[src/rtl/mem_port_arbiter.sv]
// Shares one single-ported, variable-latency memory between instruction fetch and data access.
// The data side wins ties; a starvation counter forces a fetch grant after MAXWAIT data wins.
module mem_port_arbiter #(
  parameter int MAXWAIT = 4,
  parameter int AW      = 32,
  parameter int DW      = 32
) (
  input  logic          clk,
  input  logic          reset,
  input  logic          if_req,
  input  logic [AW-1:0] if_addr,
  output logic [DW-1:0] if_rdata,
  output logic          if_ack,
  input  logic          dm_rd,
  input  logic          dm_wr,
  input  logic [AW-1:0] dm_addr,
  input  logic [DW-1:0] dm_wdata,
  output logic [DW-1:0] dm_rdata,
  output logic          dm_ack,
  output logic          m_req,
  output logic          m_we,
  output logic [AW-1:0] m_addr,
  output logic [DW-1:0] m_wdata,
  input  logic [DW-1:0] m_rdata,
  input  logic          m_ready,
  output logic          stall,
  output logic          prot_err
);

  localparam logic [2:0] IDLE   = 3'd0;
  localparam logic [2:0] GNT_IF = 3'd1;
  localparam logic [2:0] GNT_DM = 3'd2;
  localparam logic [2:0] ACK_IF = 3'd3;
  localparam logic [2:0] ACK_DM = 3'd4;

  localparam logic [3:0] MAXW = 4'(MAXWAIT);

  logic [2:0]    state_q, state_d;
  logic [3:0]    starv_q, starv_d;
  logic [AW-1:0] addr_q, addr_d;
  logic [DW-1:0] wdata_q, wdata_d;
  logic          we_q, we_d;
  logic [DW-1:0] if_rdata_q, if_rdata_d;
  logic [DW-1:0] dm_rdata_q, dm_rdata_d;
  logic          prot_err_q, prot_err_d;
  logic          dm_pend;

  assign dm_pend = dm_rd | dm_wr;

  // Arbitration only happens in IDLE, so a request held through its ack is never granted twice.
  always_comb begin
    state_d    = state_q;
    starv_d    = starv_q;
    addr_d     = addr_q;
    wdata_d    = wdata_q;
    we_d       = we_q;
    if_rdata_d = if_rdata_q;
    dm_rdata_d = dm_rdata_q;
    prot_err_d = prot_err_q;
    case (state_q)
      IDLE: begin
        if (dm_rd && dm_wr) begin
          prot_err_d = 1'b1;
        end
        if (dm_pend && (starv_q < MAXW)) begin
          state_d = GNT_DM;
          addr_d  = dm_addr;
          wdata_d = dm_wdata;
          we_d    = dm_wr;
          starv_d = if_req ? (starv_q + 4'd1) : 4'd0;
        end else if (if_req) begin
          state_d = GNT_IF;
          addr_d  = if_addr;
          we_d    = 1'b0;
          starv_d = 4'd0;
        end else begin
          starv_d = 4'd0;
        end
      end
      GNT_IF: begin
        if (m_ready) begin
          if_rdata_d = m_rdata;
          state_d    = ACK_IF;
        end
      end
      GNT_DM: begin
        if (m_ready) begin
          if (!we_q) begin
            dm_rdata_d = m_rdata;
          end
          state_d = ACK_DM;
        end
      end
      ACK_IF:  state_d = IDLE;
      ACK_DM:  state_d = IDLE;
      default: state_d = IDLE;
    endcase
  end

  // A reset mid-transaction simply abandons the memory access; m_req falls with the state.
  always_ff @(posedge clk) begin
    if (reset) begin
      state_q    <= IDLE;
      starv_q    <= '0;
      addr_q     <= '0;
      wdata_q    <= '0;
      we_q       <= 1'b0;
      if_rdata_q <= '0;
      dm_rdata_q <= '0;
      prot_err_q <= 1'b0;
    end else begin
      state_q    <= state_d;
      starv_q    <= starv_d;
      addr_q     <= addr_d;
      wdata_q    <= wdata_d;
      we_q       <= we_d;
      if_rdata_q <= if_rdata_d;
      dm_rdata_q <= dm_rdata_d;
      prot_err_q <= prot_err_d;
    end
  end

  assign m_req    = (state_q == GNT_IF) || (state_q == GNT_DM);
  assign m_we     = we_q;
  assign m_addr   = addr_q;
  assign m_wdata  = wdata_q;
  assign if_ack   = (state_q == ACK_IF);
  assign dm_ack   = (state_q == ACK_DM);
  assign if_rdata = if_rdata_q;
  assign dm_rdata = dm_rdata_q;
  assign prot_err = prot_err_q;

  // Stall drops in the ack cycle so the pipeline can advance past the completed access.
  assign stall = (if_req & ~if_ack) | (dm_pend & ~dm_ack);

endmodule

[config.mk]
export PLATFORM = sky130hd
export DESIGN_NAME = mem_port_arbiter
export DESIGN_NICKNAME = d
export VERILOG_FILES = /design/src/rtl/mem_port_arbiter.sv
export SDC_FILE = /design/constraint.sdc
export NUM_CORES = 1
export LEC_CHECK = 0
export ABC_AREA = 1
export CORE_MARGIN = 2
export CORE_UTILIZATION = 44
export DETAILED_ROUTE_END_ITERATION = 8
export PLACE_DENSITY = 0.86
export SLEW_MARGIN = 25
export SYNTH_ARGS = -nofsm -noshare
export SYNTH_HDL_FRONTEND = slang
export SYNTH_SLANG_ARGS = --single-unit
[constraint.sdc]
create_clock -name clk -period 2.1 [get_ports clk]
set_clock_uncertainty 0.05 [all_clocks]
set_input_delay 0.42 -clock clk [delete_from_list [all_inputs] [get_ports clk]]
set_output_delay 0.42 -clock clk [all_outputs]
set_load 0.005 [all_outputs]
# == Yosys cells after proc, flatten, opt, wreduce, memory -nomap -nowiden ==
# Index checks and enable logic that the tools add are counted.
# totals
register_bits,137
input_bits,134
output_inout_bits,134
wordCells,46
# op_classes
add_sub_neg,1
order_cmp,1
n_eq_ne,7
mux,11
bitwise,7
reduce_logical,11
# op_table
cell,n
$mux 32,2
$mux 3,4
$pmux 3 s3,1
$mux 4,2
$reduce_and 2->1,4
$eq 3x2->1 const B,2
$reduce_and 3->1,2
$add 4x1->4 const B,1
$lt 4x3->1 const B,1
$ne 2x2->1 const B,2
$eq 3x1->1 const B,1
$eq 3x3->1 const B,1
$logic_not 3->1,1
$ne 3x3->1 const B,1
$not 1->1,3
$and 1x1->1,2
$logic_and 1x1->1,2
$mux 1,2
$or 1x1->1,2
$reduce_bool 2->1,1
$logic_or 1x1->1,1

# == Longest topological paths before layout ==
# depth
depth_word,4
mapped_depth,11

# == Worst setup path before layout ==
# Ideal clock, no wire load.
# synth_path
path_type,in2reg
start,in dm_rd
end,"reg addr_q[12], in the netlist m_addr[12]"
setup_ns,0.113
arrival_ns,1.226
required_time_ns,1.937
path_slack_ns,0.711
stages,10
n_path_buf,3
cell_sequence,inv_2 nand2_2 nand2_2 buf_6 nand2_2 nand2_2 buf_6 buf_2 nor2_1 nor2_1
# synth_via
elab_chain_cells,4
word_cells_on_any_way,5
# synth_lines
element,line_no,text
"start, declared",14,"input logic dm_rd,"
$or 1x1->1 *,48,assign dm_pend = dm_rd | dm_wr;
$logic_and 1x1->1 *,65,if (dm_pend && (starv_q < MAXW)) begin
$reduce_bool 2->1 (no line),n/a,
$reduce_and 2->1 (no line),n/a,
"end signal, assigned",114,addr_q <= addr_d;
"end, declared",40,"logic [AW-1:0] addr_q, addr_d;"
# Every way passes the cells marked *; elsewhere a longest branch is shown, timed or not.
# A chain may end at the register's enable or synchronous reset.

# == Worst setup path in the final report ==
# layout_path
start,in dm_wr
end,out stall
# layout_via
elab_chain_cells,3
# layout_lines
element,line_no,text
"start, declared",15,"input logic dm_wr,"
$or 1x1->1,48,
$and 1x1->1,134,assign stall = (if_req & ~if_ack) | (dm_pend & ~dm_ack);
$or 1x1->1,134,
"end, declared",26,"output logic stall,"
# Every way passes these cells.

==> out/results.txt <==
The run finished with clean final reports. The run gives 334 as the DRC violation total after the first TritonRoute iteration. Data arrival time of the worst path: 1.49 ns. Via count of the first global-routing pass: 5539.

Wires add up to 17160 um. The setup slack of the critical path after layout is 0.1388 ns. Measured along the y axis, the die boundary spans 117.0 um.

IR analysis of the VDD net gives a maximum drop of 0.7323 mV. The number of different library cells used by synthesis comes to 20. For the sum of routed wire segments on met1, the log shows 6743 um.

The synthesized design contains 137 register bits. For this design the ratio of total power to cell area is 1211 mW/mm^2. The largest stage delay on the critical path works out to 0.42 ns.

Routed signal wires occupy layers up through met4. The deepest level of the CTS H-tree was 4; the antenna diode count was 0. The post-synthesis sequential area ratio came out at 0.4885.

The tools report the detailed placement HPWL as 11950 um. The run gives 1187 as the number of nets at the end of the flow. The run gives 268 as the number of placed I/O pins. For the pin with the worst max-slew slack, the measured transition is 0.7192 ns. The worst hold-check path type was register to register.

For the fmax, the log shows 509.9 MHz. Global route total overflow: 0. The minimum clock period after layout was 1.961 ns; the area of the core region was 0.01252 sq mm.

Entering global routing, the biggest net connects 69 pins. The global-route usage over all layers is 0.2458, and the met3 wire length is 1744 um. The tools report the count of final hold-check violations as 0. Routability-driven placement finished with a final weighted congestion of 0.7826. The total of warnings raised by yosys was 0. The clock drives 137 sinks. The logs give 0.5205 for the relative slew slack and 1.63 ns for the data required time of the critical path. The die is 117.0 um wide.

The critical path is of the primary input to output pin type. Initial core utilization: 0.4485. The CTS root buffer is sky130_fd_sc_hd__clkbuf_16. The residual antenna-violating net count after detailed routing is 0, and the final routed DRC violation total is 0. Kind of launch point of the worst setup path: a primary input. The final setup violation count is 0.

TritonCTS built the clock tree. Dividing the synthesized area by the synthesized cell count gives 7.009 sq um. Area growth from synthesis to layout: 61.64%.

Counting both buffers and inverters, the worst setup path holds a total of 2. The number of maximum-capacitance violations is 0, and the via count normalized by instance count is 4.840. In this run the static leakage power is 3.740 nW.

The number of clock buffers added by TritonCTS is 17. The worst-skew pair later-pin latency was 0.41 ns. Max-slew violation total from the final report: 0. Fill cells in the final layout number 1004.

The synthesized netlist occupies a cell area of 0.005614 sq mm. The maximum fanout count along the critical path came out at 2. The cell row count was 41; the post-CTS setup buffer count was 0.

The total nets after synthesis was 936; the number of buffers on the longest clock path was 2. The die covers 0.01368 sq mm. The first global-routing pass estimated 26210 um of wire. The count of port buffers added during placement was 267.

Critical path's top delay family: buffers and inverters. The cell type of the slowest stage on the worst timing path was sky130_fd_sc_hd__clkdlybuf4s50_1. The ratio of cells with drive above 1 in the final layout is 0.07981, and the routed length per placed instance is 13.87 um. Clock-pin slew was measured on the worst setup and hold paths at 0.05 ns. Detailed routing placed a total of 8243 um of wire on met2. Ratio of final minimum period to clock period: 0.9339.

Setup repair after global routing left no endpoint under its margin. The tools report the number of optimization iterations in the first detailed-route pass as 4. Overall power consumption after layout is estimated at 10.99 mW. For this block, the via count after detailed routing is 5987. The tools report the initial antenna violation count as 0. Walking the worst path, the cells encountered are clkdlybuf4s50_1 -> nor2_1 -> o22ai_1 -> dlygate4sd2_1. After technology mapping, the gate count stands at 801. The post-placement worst setup slack was -0.1133 ns.

STA classifies the critical path endpoint as an output pin.
metal layers:
metal,GRT usage,up-vias
met5,0,-
met4,0.1035,0
met3,0.1066,31
li1,-,3014
met2,0.4116,243
met1,0.2740,2699
kinds of logic after synthesis:
kind of cell             after synthesis  share of synthesized area
adder cells (fa/ha/maj)                1                   0.002228
AND/OR/NAND/NOR                      458                     0.3359
flip-flops                           137                     0.4885
AO/OA/AOI/OAI                        105                    0.09427
buffers and inverters                100                    0.07911
what timing repair did:
item / 4_1_cts / 5_1_grt
setup endpoints to repair: 4 / 0
gates resized for setup: 4 / 0
hold buffers: 0 / 0
cells in the mapped netlist:
library cell                 n  area (sq um)
sky130_fd_sc_hd__nand2_1   222         833.3
sky130_fd_sc_hd__dfxtp_1   137          2743
sky130_fd_sc_hd__nor2_1    137         514.2
sky130_fd_sc_hd__a21oi_1    69         345.3
sky130_fd_sc_hd__nand3_1    69         345.3
sky130_fd_sc_hd__inv_1      37         138.9
sky130_fd_sc_hd__o21ai_0    34         170.2
sky130_fd_sc_hd__buf_2      25         125.1
sky130_fd_sc_hd__nand2_2    24         150.1
sky130_fd_sc_hd__clkbuf_1   23         86.33
sky130_fd_sc_hd__inv_2       9         33.78
sky130_fd_sc_hd__buf_6       4         45.04
sky130_fd_sc_hd__nor3_1      3         15.01
sky130_fd_sc_hd__buf_4       2         15.01
sky130_fd_sc_hd__ha_1        1         12.51
sky130_fd_sc_hd__nand3_2     1         10.01
sky130_fd_sc_hd__nor2_2      1         6.260
sky130_fd_sc_hd__nor2_4      1         11.26
sky130_fd_sc_hd__o21a_1      1         7.510
sky130_fd_sc_hd__o22ai_1     1         6.260
final timing paths:
kind	slack (ns)	to	startpoint	depth (start not counted)
setup / recovery	0.14	stall	dm_wr	4
setup reg to reg	0.67	if_rdata[20]$_SDFFE_PP0P_	state_q[2]$_SDFFE_PP0P_	6
hold / removal	0.39	starv_q[3]$_SDFFE_PP0N_	starv_q[3]$_SDFFE_PP0N_	2
hold reg to reg	0.39	starv_q[3]$_SDFFE_PP0N_	starv_q[3]$_SDFFE_PP0N_	2
cell type report:
class / instances / area (sq um) / share of cell area
Sequential cell: 137 / 2743 / 0.3022
Timing Repair Buffer: 286 / 2918 / 0.3215
Inverter: 46 / 172.7 / 0.01903
Clock inverter: 8 / 117.6 / 0.01296
Clock buffer: 24 / 481.7 / 0.05308
Tap cell: 172 / 215.2 / 0.02371
Multi-Input combinational cell: 564 / 2427 / 0.2675
placed cells by master (no fill, tap or decap), types with 3 or more instances in the layout:
cell type and count:
sky130_fd_sc_hd__buf_12 9, sky130_fd_sc_hd__nand2_2 24, sky130_fd_sc_hd__buf_4 10, sky130_fd_sc_hd__bufinv_16 3
sky130_fd_sc_hd__inv_2 10, sky130_fd_sc_hd__clkdlybuf4s50_1 262, sky130_fd_sc_hd__nor3_1 3, sky130_fd_sc_hd__nand3_1 69
sky130_fd_sc_hd__a21oi_1 69, sky130_fd_sc_hd__nand2_1 222, sky130_fd_sc_hd__clkbuf_8 3, sky130_fd_sc_hd__clkbuf_1 4
sky130_fd_sc_hd__clkbuf_16 17, sky130_fd_sc_hd__dfxtp_1 137, sky130_fd_sc_hd__inv_1 36, sky130_fd_sc_hd__dlygate4sd2_1 4
sky130_fd_sc_hd__nor2_1 137, sky130_fd_sc_hd__clkinv_2 4, sky130_fd_sc_hd__o21ai_0 34
power by group:
group	internal [mW]	total (mW)	switching, mW	leakage (nW)
Combinational	2.21	4.31	2.10	2.32
Sequential	3.31	3.65	0.340	1.12
Clock	1.95	3.03	1.07	0.294
tightest hold or removal path: stages (launching register included):
cell	delay [ns]
sky130_fd_sc_hd__dfxtp_1	0.31
sky130_fd_sc_hd__nand2_1	0.06
sky130_fd_sc_hd__nor2_1	0.03
through the flow:
stage	area, sq um	hold slack [ns]	TNS, ns	std cells	utilization
final	9075	0.3941	0	1237	0.7250
after global routing	9075	0.4022	0	1237	0.7250
after CTS	9075	0.3968	0	1237	0.7250
after detailed placement	8481	0.3858	-0.1133	1205	0.6775
after global placement	8481	0.3781	-0.09548	1205	0.6775
after floorplan	5614	0.3694	0	801	-
flip-flops by register name, indices dropped and copies added, names as in the netlist:
name,count
starv_q,4
if_rdata,32
m_addr,32
prot_err,1
m_we,1
m_wdata,32
dm_rdata,32
state_q,3
Power figures use the tool's default switching activity.
